--- src/rtl/core_wb_arbiter.sv ---
// rtl/core_wb_arbiter.sv - round-robin writeback arbiter onto three register-file write ports
module core_wb_arbiter #(
  parameter int NUM_REQ = 4,
  parameter int REG_W   = 5,
  parameter int DATA_W  = 32,
  localparam int PTR_W  = $clog2(NUM_REQ)
) (
  input  logic                             clk,
  input  logic                             rst_n,
  input  logic                             stall,
  input  logic [NUM_REQ-1:0]               req_valid,
  input  logic [NUM_REQ-1:0][REG_W-1:0]    req_rd,
  input  logic [NUM_REQ-1:0][DATA_W-1:0]   req_value,
  output logic [NUM_REQ-1:0]               req_ready,
  output logic [REG_W-1:0]                 wr_r_a,
  output logic [REG_W-1:0]                 wr_r_b,
  output logic [REG_W-1:0]                 wr_r_c,
  output logic                             wr_enable_a,
  output logic                             wr_enable_b,
  output logic                             wr_enable_c,
  output logic [DATA_W-1:0]                wr_value_a,
  output logic [DATA_W-1:0]                wr_value_b,
  output logic [DATA_W-1:0]                wr_value_c,
  output logic [PTR_W-1:0]                 rr_ptr_o
);

  // Requester count in the scan-sum width, so the modulo wrap compares like widths.
  localparam logic [PTR_W:0] NUM_REQ_W = (PTR_W+1)'(NUM_REQ);
  localparam logic [PTR_W:0] ONE_W     = (PTR_W+1)'(1);

  logic [PTR_W-1:0]          rr_ptr_q, rr_ptr_d;
  logic [NUM_REQ-1:0]        ready_d;
  logic [2:0]                port_v;
  logic [2:0][REG_W-1:0]     port_rd;
  logic [2:0][DATA_W-1:0]    port_val;
  logic [1:0]                n_ports;
  logic                      any_ready;
  logic [PTR_W-1:0]          last_idx;

  logic [2:0]                en_q;
  logic [2:0][REG_W-1:0]     rd_q;
  logic [2:0][DATA_W-1:0]    val_q;

  // Round-robin grant scan: R0 writes are acked for free, duplicate destinations wait,
  // the rest fill ports a, b, c in scan order until all three are taken.
  always_comb begin
    logic [PTR_W:0]   sum;
    logic [PTR_W-1:0] idx;
    logic             conflict;
    ready_d   = '0;
    port_v    = '0;
    port_rd   = '0;
    port_val  = '0;
    n_ports   = 2'd0;
    any_ready = 1'b0;
    last_idx  = '0;
    sum       = '0;
    idx       = '0;
    conflict  = 1'b0;
    if (rst_n && !stall) begin
      for (int k = 0; k < NUM_REQ; k++) begin
        sum = {1'b0, rr_ptr_q} + (PTR_W+1)'(k);
        if (sum >= NUM_REQ_W) sum = sum - NUM_REQ_W;
        idx = sum[PTR_W-1:0];
        conflict = 1'b0;
        for (int p = 0; p < 3; p++) begin
          if (2'(p) < n_ports && port_rd[p] == req_rd[idx]) conflict = 1'b1;
        end
        if (req_valid[idx] && n_ports != 2'd3) begin
          if (req_rd[idx] == '0) begin
            ready_d[idx] = 1'b1;
            any_ready    = 1'b1;
            last_idx     = idx;
          end else if (!conflict) begin
            ready_d[idx]      = 1'b1;
            any_ready         = 1'b1;
            last_idx          = idx;
            port_v[n_ports]   = 1'b1;
            port_rd[n_ports]  = req_rd[idx];
            port_val[n_ports] = req_value[idx];
            n_ports           = n_ports + 2'd1;
          end
        end
      end
    end
  end

  // Next scan starts just past the last requester that was acknowledged.
  always_comb begin
    logic [PTR_W:0] inc;
    inc      = {1'b0, last_idx} + ONE_W;
    rr_ptr_d = rr_ptr_q;
    if (any_ready) rr_ptr_d = (inc == NUM_REQ_W) ? '0 : inc[PTR_W-1:0];
  end

  // Output stage and pointer; idle ports drop enable but keep their last address/data.
  always_ff @(posedge clk or negedge rst_n) begin
    if (!rst_n) begin
      rr_ptr_q <= '0;
      en_q     <= '0;
      rd_q     <= '0;
      val_q    <= '0;
    end else begin
      rr_ptr_q <= rr_ptr_d;
      en_q     <= port_v;
      for (int p = 0; p < 3; p++) begin
        if (port_v[p]) begin
          rd_q[p]  <= port_rd[p];
          val_q[p] <= port_val[p];
        end
      end
    end
  end

  assign req_ready   = ready_d;
  assign rr_ptr_o    = rr_ptr_q;
  assign wr_enable_a = en_q[0];
  assign wr_enable_b = en_q[1];
  assign wr_enable_c = en_q[2];
  assign wr_r_a      = rd_q[0];
  assign wr_r_b      = rd_q[1];
  assign wr_r_c      = rd_q[2];
  assign wr_value_a  = val_q[0];
  assign wr_value_b  = val_q[1];
  assign wr_value_c  = val_q[2];

endmodule

--- config.mk ---
export PLATFORM = sky130hd
export DESIGN_NAME = core_wb_arbiter
export DESIGN_NICKNAME = d
export VERILOG_FILES = /design/src/rtl/core_wb_arbiter.sv
export SDC_FILE = /design/constraint.sdc
export NUM_CORES = 1
export LEC_CHECK = 0
export ABC_AREA = 1
export CORE_UTILIZATION = 53
export DETAILED_ROUTE_END_ITERATION = 6
export MAX_ROUTING_LAYER = met4
export PLACE_DENSITY = 0.84
export SYNTH_ARGS = -nofsm -noshare
export SYNTH_HDL_FRONTEND = slang
export SYNTH_SLANG_ARGS = --single-unit
export TNS_END_PERCENT = 20
--- constraint.sdc ---
create_clock -name clk -period 16.2 [get_ports clk]
set_input_delay 3.24 -clock clk [delete_from_list [all_inputs] [get_ports clk]]
set_output_delay 3.24 -clock clk [all_outputs]
set_load 0.02 [all_outputs]
==> run metrics <==
status finished, violations left; failing checks design-rule violations; Worst slew margin 16.45%; setup TNS 0 ps; final hold viol count 0; 1st-iter DRT viols 2982; Area growth syn-to-layout 27.25%; initial antenna violation count 0; fin crit share 82.78%; Async SR Flop Fraction 100.0%; critical path class primary input to output pin; Layout Nets 2375; top area cells in the synthesized netlist dfrtp_1 (25%), nand2_1 (23%), o21ai_0 (18%); Synth Area in Adders 1.068%; vias per inst just over 6; most common cell in the netlist nand2_1; Crit Reg-Reg Endpoint wr_value_c[31]; largest family of logic cells by synthesized area simple AND/OR/NAND/NOR gates; synth cell count leaders nand2_1 (732), o21ai_0 (428), inv_1 (161), nand3_1 (141), dfrtp_1 (116); H-tree depth 4; count of cell types in the netlist 46; most common flop cell mapped by yosys dfrtp_1; Crit Path Max Fanout 73; final-report setup violation count 0; Critical Path Start req_valid[2]; max incr delay on CP 590 ps; Worst Path Required between 10000 and 15000 ps; Clock Latency Late Sink 430 ps; DP Wirelength roughly 37000 microns; CTS Buffer Depth 2; post-route minimum period 13410 ps; Slowest-stage cell, CP nand3_4; Post-synth EDFFs 0; first-pass GRT wire length ~74000 microns; Post-Synth Simple-Gate Area a little over a third; CP arrival between 10000 and 15000 ps; Worst setup endpoint req_ready[1]; GRT Total Usage approximately 44%; count of input and output buffers roughly 270; Top cell by count, worst path nand2_1; final core occ 68.51%; Worst-Margin Slew between 1000 and 1500 ps; Worst Skew roughly 12 ps; initial cell density of the core 53.84%; IO Pins 275; Rows 54; Placed Area between 10000 and 15000 sq um; Antenna Nets Post-Route 0; Die ar. 22700 sq um; Die X 150.7 microns; CTS clk-pin slew, worst paths 60 ps; area share of the largest cell type after synthesis 24.78%; RD Place Congestion 1.014; vias in the first global route between 10000 and 15000; Hold Buf Count CTS 0; TritonCTS Sinks 116; FILL cells ~1800; #FFs+latches synth around 120; proportion of layout cells with a drive suffix above 1 under 10%; First-pass DRT Iterations 7; RSZ-0062 raised after global routing false; hold crit path type flop to flop; Die Height 150.7 microns; DR WL/cell 19.99 microns; Post-CTS Setup Inserts 0; root buffer cell clkbuf_16; maximum clock frequency 74.57 MHz; DRC viols 5; CP startpoint kind primary input; Synth Area in Compound Gates about a quarter; mux contribution to synthesized area 0%; Yosys top cell by area dfrtp_1; number of diodes 0; post-synthesis sequential area ratio 24.78%; CTS tree done; CP endpoint kind output pin; Pins Over Slew Limit 0; Overflow after GRT 0; xor and xnor area share after synthesis 0.07477%; Post-Synthesis Cells 2045; Routed WL 50040 microns; largest net degree at the start of global routing 124; TritonCTS buffer count 17; Synth Area per Inst 5.728 sq um; Post-Syn Nets 2210; DR vias 15400; Max-Cap Viols 0; Core Region around 22000 sq um; Gates resized, CTS repair 0; Synth Warn # 0; slack of the worst reg-to-reg path 7040 ps; Final Instance Area 14910 sq um; Worst Reg-to-Reg Cells 29; r2r startpoint rr_ptr_o[0]; Post-Synthesis Cell Area 11710 sq um
cell usage in the layout, fill, tap and decap left out, types with 2 or more instances in the layout:
cell type	synthesis	routed
nand2_1	732	732
o21ai_0	428	428
clkdlybuf4s50_1	0	273
inv_1	161	161
nand3_1	141	141
dfrtp_1	116	115
nor2_1	87	86
o21ai_1	53	53
a21oi_1	46	46
o211ai_1	28	28
clkbuf_16	0	17
nand3b_1	16	16
buf_4	11	16
inv_2	12	12
ha_1	10	10
nor2_2	7	7
nand4_1	7	7
o21ai_2	6	6
a31oi_1	6	6
nor2_4	4	5
o21a_1	4	4
nand3_4	4	4
nand2_4	4	4
bufinv_16	0	4
a21o_1	3	3
clkinv_1	3	3
clkinv_2	1	3
o221ai_1	3	3
clkinv_4	0	3
inv_6	0	3
inv_4	2	2
nand2_2	2	2
nand3_2	2	2
nor3_2	2	2
clkinvlp_4	0	2
logic make-up after synthesis:
logic type | count (synthesis)
and+or+nand+nor | 1014
AOI/OAI and AO/OA | 582
DFF | 116
xor gates and xnor gates | 1
adders and majority gates | 10
buffers and inverters | 322
final cells by class:
type	count	area (sq um)	share of cell area, %
repair buffers	289	2853	19.14
clock inverters	14	197.7	1.326
multi-input cells	1607	7481	50.19
inverters	179	678.2	4.550
well taps	280	350.3	2.350
flip-flops and latches	116	2907	19.50
clock buffers	18	439.2	2.946
state kept, by name (all words and copies together) (netlist names):
register,count
wr_value_a,32
wr_value_b,32
wr_value_c,32
wr_r_a,5
wr_r_b,5
wr_r_c,5
en_q,3
rr_ptr_o,2
worst max-delay path: cells and delay by family:
| family | cells | cell delay [ps] |
|---|---|---|
| compound gates | 2 | 300 |
| fa+ha+maj | 1 | 220 |
| simple gates | 19 | 3880 |
| buf+inv | 10 | 2480 |
how the worst min path moves through the flow:
stage                     endpoint  slack, ps           start  cells after the start
floorplan           wr_value_c[14]        580  wr_value_c[14]                      2
detailed placement       wr_r_c[0]        460       wr_r_c[0]                      2
global placement     wr_value_c[2]        460   wr_value_c[2]                      2
global route             wr_r_c[0]        500       wr_r_c[0]                      2
CTS                      wr_r_c[0]        480       wr_r_c[0]                      2
finish               wr_value_c[7]        480   wr_value_c[7]                      2
per-layer routing:
layer  up-vias  track usage, %  share of wire [%]
met5         -               -                  0
met4         0           10.00                2.2
met3       132           13.12                 16
met2      1299           58.78                 40
met1      6952           65.19                 42
li1       7019               -                  -
metrics by stage:
| stage | setup WS [ps] | cells | hold slack [ps] |
|---|---|---|---|
| 3_5_place_dp | 3014 | 2471 | 461.9 |
| 2_1_floorplan | 6221 | 2045 | 576.8 |
| 5_1_grt | 2220 | 2503 | 501.4 |
| 6_report | 2790 | 2503 | 476.1 |
| 4_1_cts | 2986 | 2503 | 477.0 |
| 3_3_place_gp | 3262 | 2471 | 455.9 |
Power is not shown: default switching activity piles up to over one toggle a cycle in this logic, so the estimate is an artifact.
==> variant 1 (config.mk and constraints unchanged) <==
The parameter `DATA_W` goes from 32 to 24.
--- a/src/rtl/core_wb_arbiter.sv
+++ b/src/rtl/core_wb_arbiter.sv
@@ -2,7 +2,7 @@
 module core_wb_arbiter #(
   parameter int NUM_REQ = 4,
   parameter int REG_W   = 5,
-  parameter int DATA_W  = 32,
+  parameter int DATA_W  = 24,
   localparam int PTR_W  = $clog2(NUM_REQ)
 ) (
   input  logic                             clk,
Interface: changed (resized req_value, wr_value_a, wr_value_b and wr_value_c); port bits go from 275 to 219. No check against the original RTL was run, so the function may have changed too.
==> variant 1 against the original RTL <==
Fmax increased by 2.8%; cell area fell by 18%; worst setup slack better by 0.36 ns; synthesized cell count shrank 18%; area after synthesis fell by 16%; largest cell class unchanged; first-iteration DRC count fell by 47%; routed wire length fell by 28%; core utilization decreased by 1.1 points; clock skew fell by 0.0024 ns; final cell count decreased by 18%; via count shrank 23%; sequential cell count is 24 lower.
Power is left out: the tool's default activity adds up to more than one toggle a clock period on the data nets, which glitch-free logic cannot reach.
==> variant 1: results (changes against the original RTL) <==
* First-pass DRT Iterations at 5 (-2)
* Synth top cells by count: nand2_1, o21ai_0, inv_1
* Routed wire per std cell at 17.7 um (-12%)
* Placement Cell Area at 11900 um2 (-17%)
* Layout area overhead at 24.0%
* Top-area cell type share of the netlist area at 23.5% (-1.3 points)
* H-tree depth at 3 (-1)
* Crit path time final at 13.05 ns (-0.359 ns)
* Placer Congestion at 0.970 (-4.4%)
* Slowest CP cell: nor2_1
* Total nets after synthesis at 1803 (-18%)
* Dominant cells by area after synthesis: dfrtp_1, nand2_1, o21ai_0
* HP Start: wr_value_b[18]$_DFFE_PN0P_
* N_diodes at 0 (unchanged)
* Yosys cell types at 47 (+2.2%)
* Nets at 1940 (-18%)
* Via count at 11800 (-23%)
* Gr usage total at 38.5% (-6.0 points)
* Status: finished, final reports clean
* Worst EP arrival at 9.81 ns (-0.36 ns)
* Worst-Skew Late Latency at 0.34 ns (-0.09 ns)
* Part of the Yosys area used for sequential elements at 23.5% (-1.3 points)
* Syn_area_per_cell at 5.87 um2 (+2.5%)
* Hpwl dp at 28000 um (-25%)
* FF-to-FF End: wr_value_b[19]$_DFFE_PN0P_
* Hold Crit Endpoint: wr_value_b[18]$_DFFE_PN0P_
* Final clock skew at 0.00917 ns (-0.00241 ns)
* R2r setup slk at 6.87 ns (-0.17 ns)
* Largest net degree at the start of global routing at 101 (-19%)
* First-pass GRT wire length at 56900 um (-23%)
* DRT iter0 DRCs at 1573 (-47%)
* Slowest Stage Delay on Critical Path at 0.63 ns (+0.04 ns)
* Setup WS pre-CTS at 3.33 ns (+0.316 ns)
* Hold Slack at 0.490 ns (+0.0138 ns)
==> variant 1: cell count changes in the layout (fill, tap and decap cells not counted), moves of 36 or more <==
cell             before  now
nand3_1             141  105
o21ai_1              53   90
nand2_1             732  591
a21oi_1              46    5
o21ai_0             428  249
clkdlybuf4s50_1     273  217
==> variant 1: cells by family (layout without fill, tap and decap cells) <==
family | after synthesis | in the layout | share of synthesized area, %
DFF | 92 | 92 | 23.5
buffers and inverters | 298 | 440 | 13.0
xor gates and xnor gates | 2 | 2 | 0.179
and+or+nand+nor | 821 | 821 | 35.9
AOI/OAI and AO/OA | 447 | 447 | 26.1
adders and majority gates | 10 | 10 | 1.28
==> variant 1: final cells by class <==
type,instances,share of cell area (%)
sequential,92,19.0
clock inverter,7,0.618
tap,229,2.36
timing repair buffer,236,19.0
clock buffer,9,1.85
multi-input combinational,1280,51.3
inverter,188,5.83
==> variant 1: per-layer routing <==
metal	share of wire, %	track usage, %
met1	46	59.5
met2	40	50.6
met3	13	8.35
met4	1.3	6.65
met5	0	-
==> variant 2 (same settings) <==
Without the edit above. Reset style: synchronous (`rst_n`), changed in one clocked block.
--- a/src/rtl/core_wb_arbiter.sv
+++ b/src/rtl/core_wb_arbiter.sv
@@ -94,7 +94,7 @@
   end
 
   // Output stage and pointer; idle ports drop enable but keep their last address/data.
-  always_ff @(posedge clk or negedge rst_n) begin
+  always_ff @(posedge clk) begin
     if (!rst_n) begin
       rr_ptr_q <= '0;
       en_q     <= '0;
Behaviour: not the same (a bounded check fails within 4 cycles, from zero or initial values and one cycle with rst_n low; the reset may be asserted at any time).
==> variant 2 against the original RTL <==
Area after synthesis shrank 6.1%; via count down 6.9%; global-route usage is 6.0 points lower; sequential cell count is the same; fmax grew 1.7%; cell area decreased by 5.0%; first-iteration DRC count is 56% lower; routed wire length shrank 18%; worst hold slack got worse by 0.0021 ns; non-clock buffer count fell by 2; count of clock-buffer cells in the layout did not move; worst setup slack gained 0.22 ns; critical endpoint is now req_ready[2].
==> variant 2: results (changes against the original RTL) <==
* Status: finished, final reports clean
* Syn_area_per_cell at 5.46 um2 (-4.6%)
* First-pass DRT Iterations at 6 (-1)
* Yosys warning total at 0 (unchanged)
* Vias in the first global route at 12600 (-3.5%)
* Largest net degree at the start of global routing at 133 (+7.3%)
* Avg Vias per Cell at 5.85 (-5.0%)
* Crit path max fanout at 41 (-44%)
* Reg2reg path depth at 33 (+14%)
* Dpl cells at 2418 (-2.1%)
* Via count at 14300 (-6.9%)
* M2 GR Usage at 60.1% (+1.4 points)
* Placer Congestion at 0.959 (-5.4%)
* Slowest CP cell: nor2_4
* Yosys cell types at 38 (-17%)
* Hpwl dp at 27800 um (-25%)
* Routed wire per std cell at 16.7 um (-17%)
* Dominant synthesized flop cell: dfxtp_1
* Part of the Yosys area used for sequential elements at 21.1% (-3.7 points)
* Setup WS pre-CTS at 3.11 ns (+0.0998 ns)
* First-pass GRT wire length at 64300 um (-13%)
* Worst EP arrival at 9.95 ns (-0.22 ns)
* Synth top cells by count: nand2_1, o21ai_0, inv_1
* Gr usage total at 38.5% (-6.0 points)
* Total nets after synthesis at 2177 (-1.5%)
* Slowest Stage Delay on Critical Path at 0.84 ns (+0.25 ns)
* Post-synth ARST share at 0% (-100 points)
* Antenna violations before repair at 2 (+2)
* Met1 Use GR at 48.6% (-17 points)
* Layout cell share with drive strength beyond 1 at 4.08% (-0.46 points)
* Slew @ Worst Pin at 1.17 ns (-0.0840 ns)
* Met3 Usage GRT at 6.56% (-6.6 points)
* Nets at 2331 (-1.9%)
* Placement Cell Area at 13600 um2 (-5.0%)
* Final clock skew at 0.00760 ns (-0.00398 ns)
-- variant 2: cell count changes in the layout (fill, tap and decap cells not counted), moves of 16 or more --
cell,before,now
nand2_1,732,592
nand3b_1,16,0
a31oi_1,6,38
dfxtp_1,0,115
nor2_1,86,67
inv_1,161,194
nand3_1,141,160
dfrtp_1,115,0
o21ai_0,428,490
-- variant 2: logic make-up after synthesis --
kind of cell               Yosys count  share of synthesized area [%]
and+or+nand+nor                    864                           32.8
AOI/OAI and AO/OA                  665                           31.9
buffers and inverters              356                           12.9
DFF                                116                           21.1
adders and majority gates            9                           1.02
xor gates and xnor gates             3                          0.307
-- variant 2: worst max-delay path, delay by kind of cell --
family / cells / cell delay (ns)
and+or+nand+nor: 22 / 4.01
adders and majority gates: 1 / 0.32
AOI/OAI and AO/OA: 2 / 0.52
buffers and inverters: 6 / 1.81
-- variant 2: path summary, 6_finish.rpt --
kind,end,start,slack [ns]
min reg2reg,wr_value_b[8]$_SDFFE_PN0P_,wr_value_b[8]$_SDFFE_PN0P_,0.47
min,wr_value_b[8]$_SDFFE_PN0P_,wr_value_b[8]$_SDFFE_PN0P_,0.47
max,req_ready[2],req_valid[3],3.01
max reg2reg,wr_value_b[16]$_SDFFE_PN0P_,rr_ptr_o[0]$_SDFFE_PN0P_,6.50
-- variant 2: layout make-up --
type                       instances  area, um2
fill                            1864       6140
timing repair buffer             287       2840
inverter                         204        772
multi-input combinational       1541       7280
antenna                            2       5.00
clock inverter                    13        148
sequential                       116       2330
clock buffer                      18        450
tap                              270        338
-- variant 2: per-layer routing --
layer	share of wire, %	vias to the layer above
li1	-	6977
met1	41	6393
met2	44	835
met3	10	128
met4	4.1	0
met5	0	-
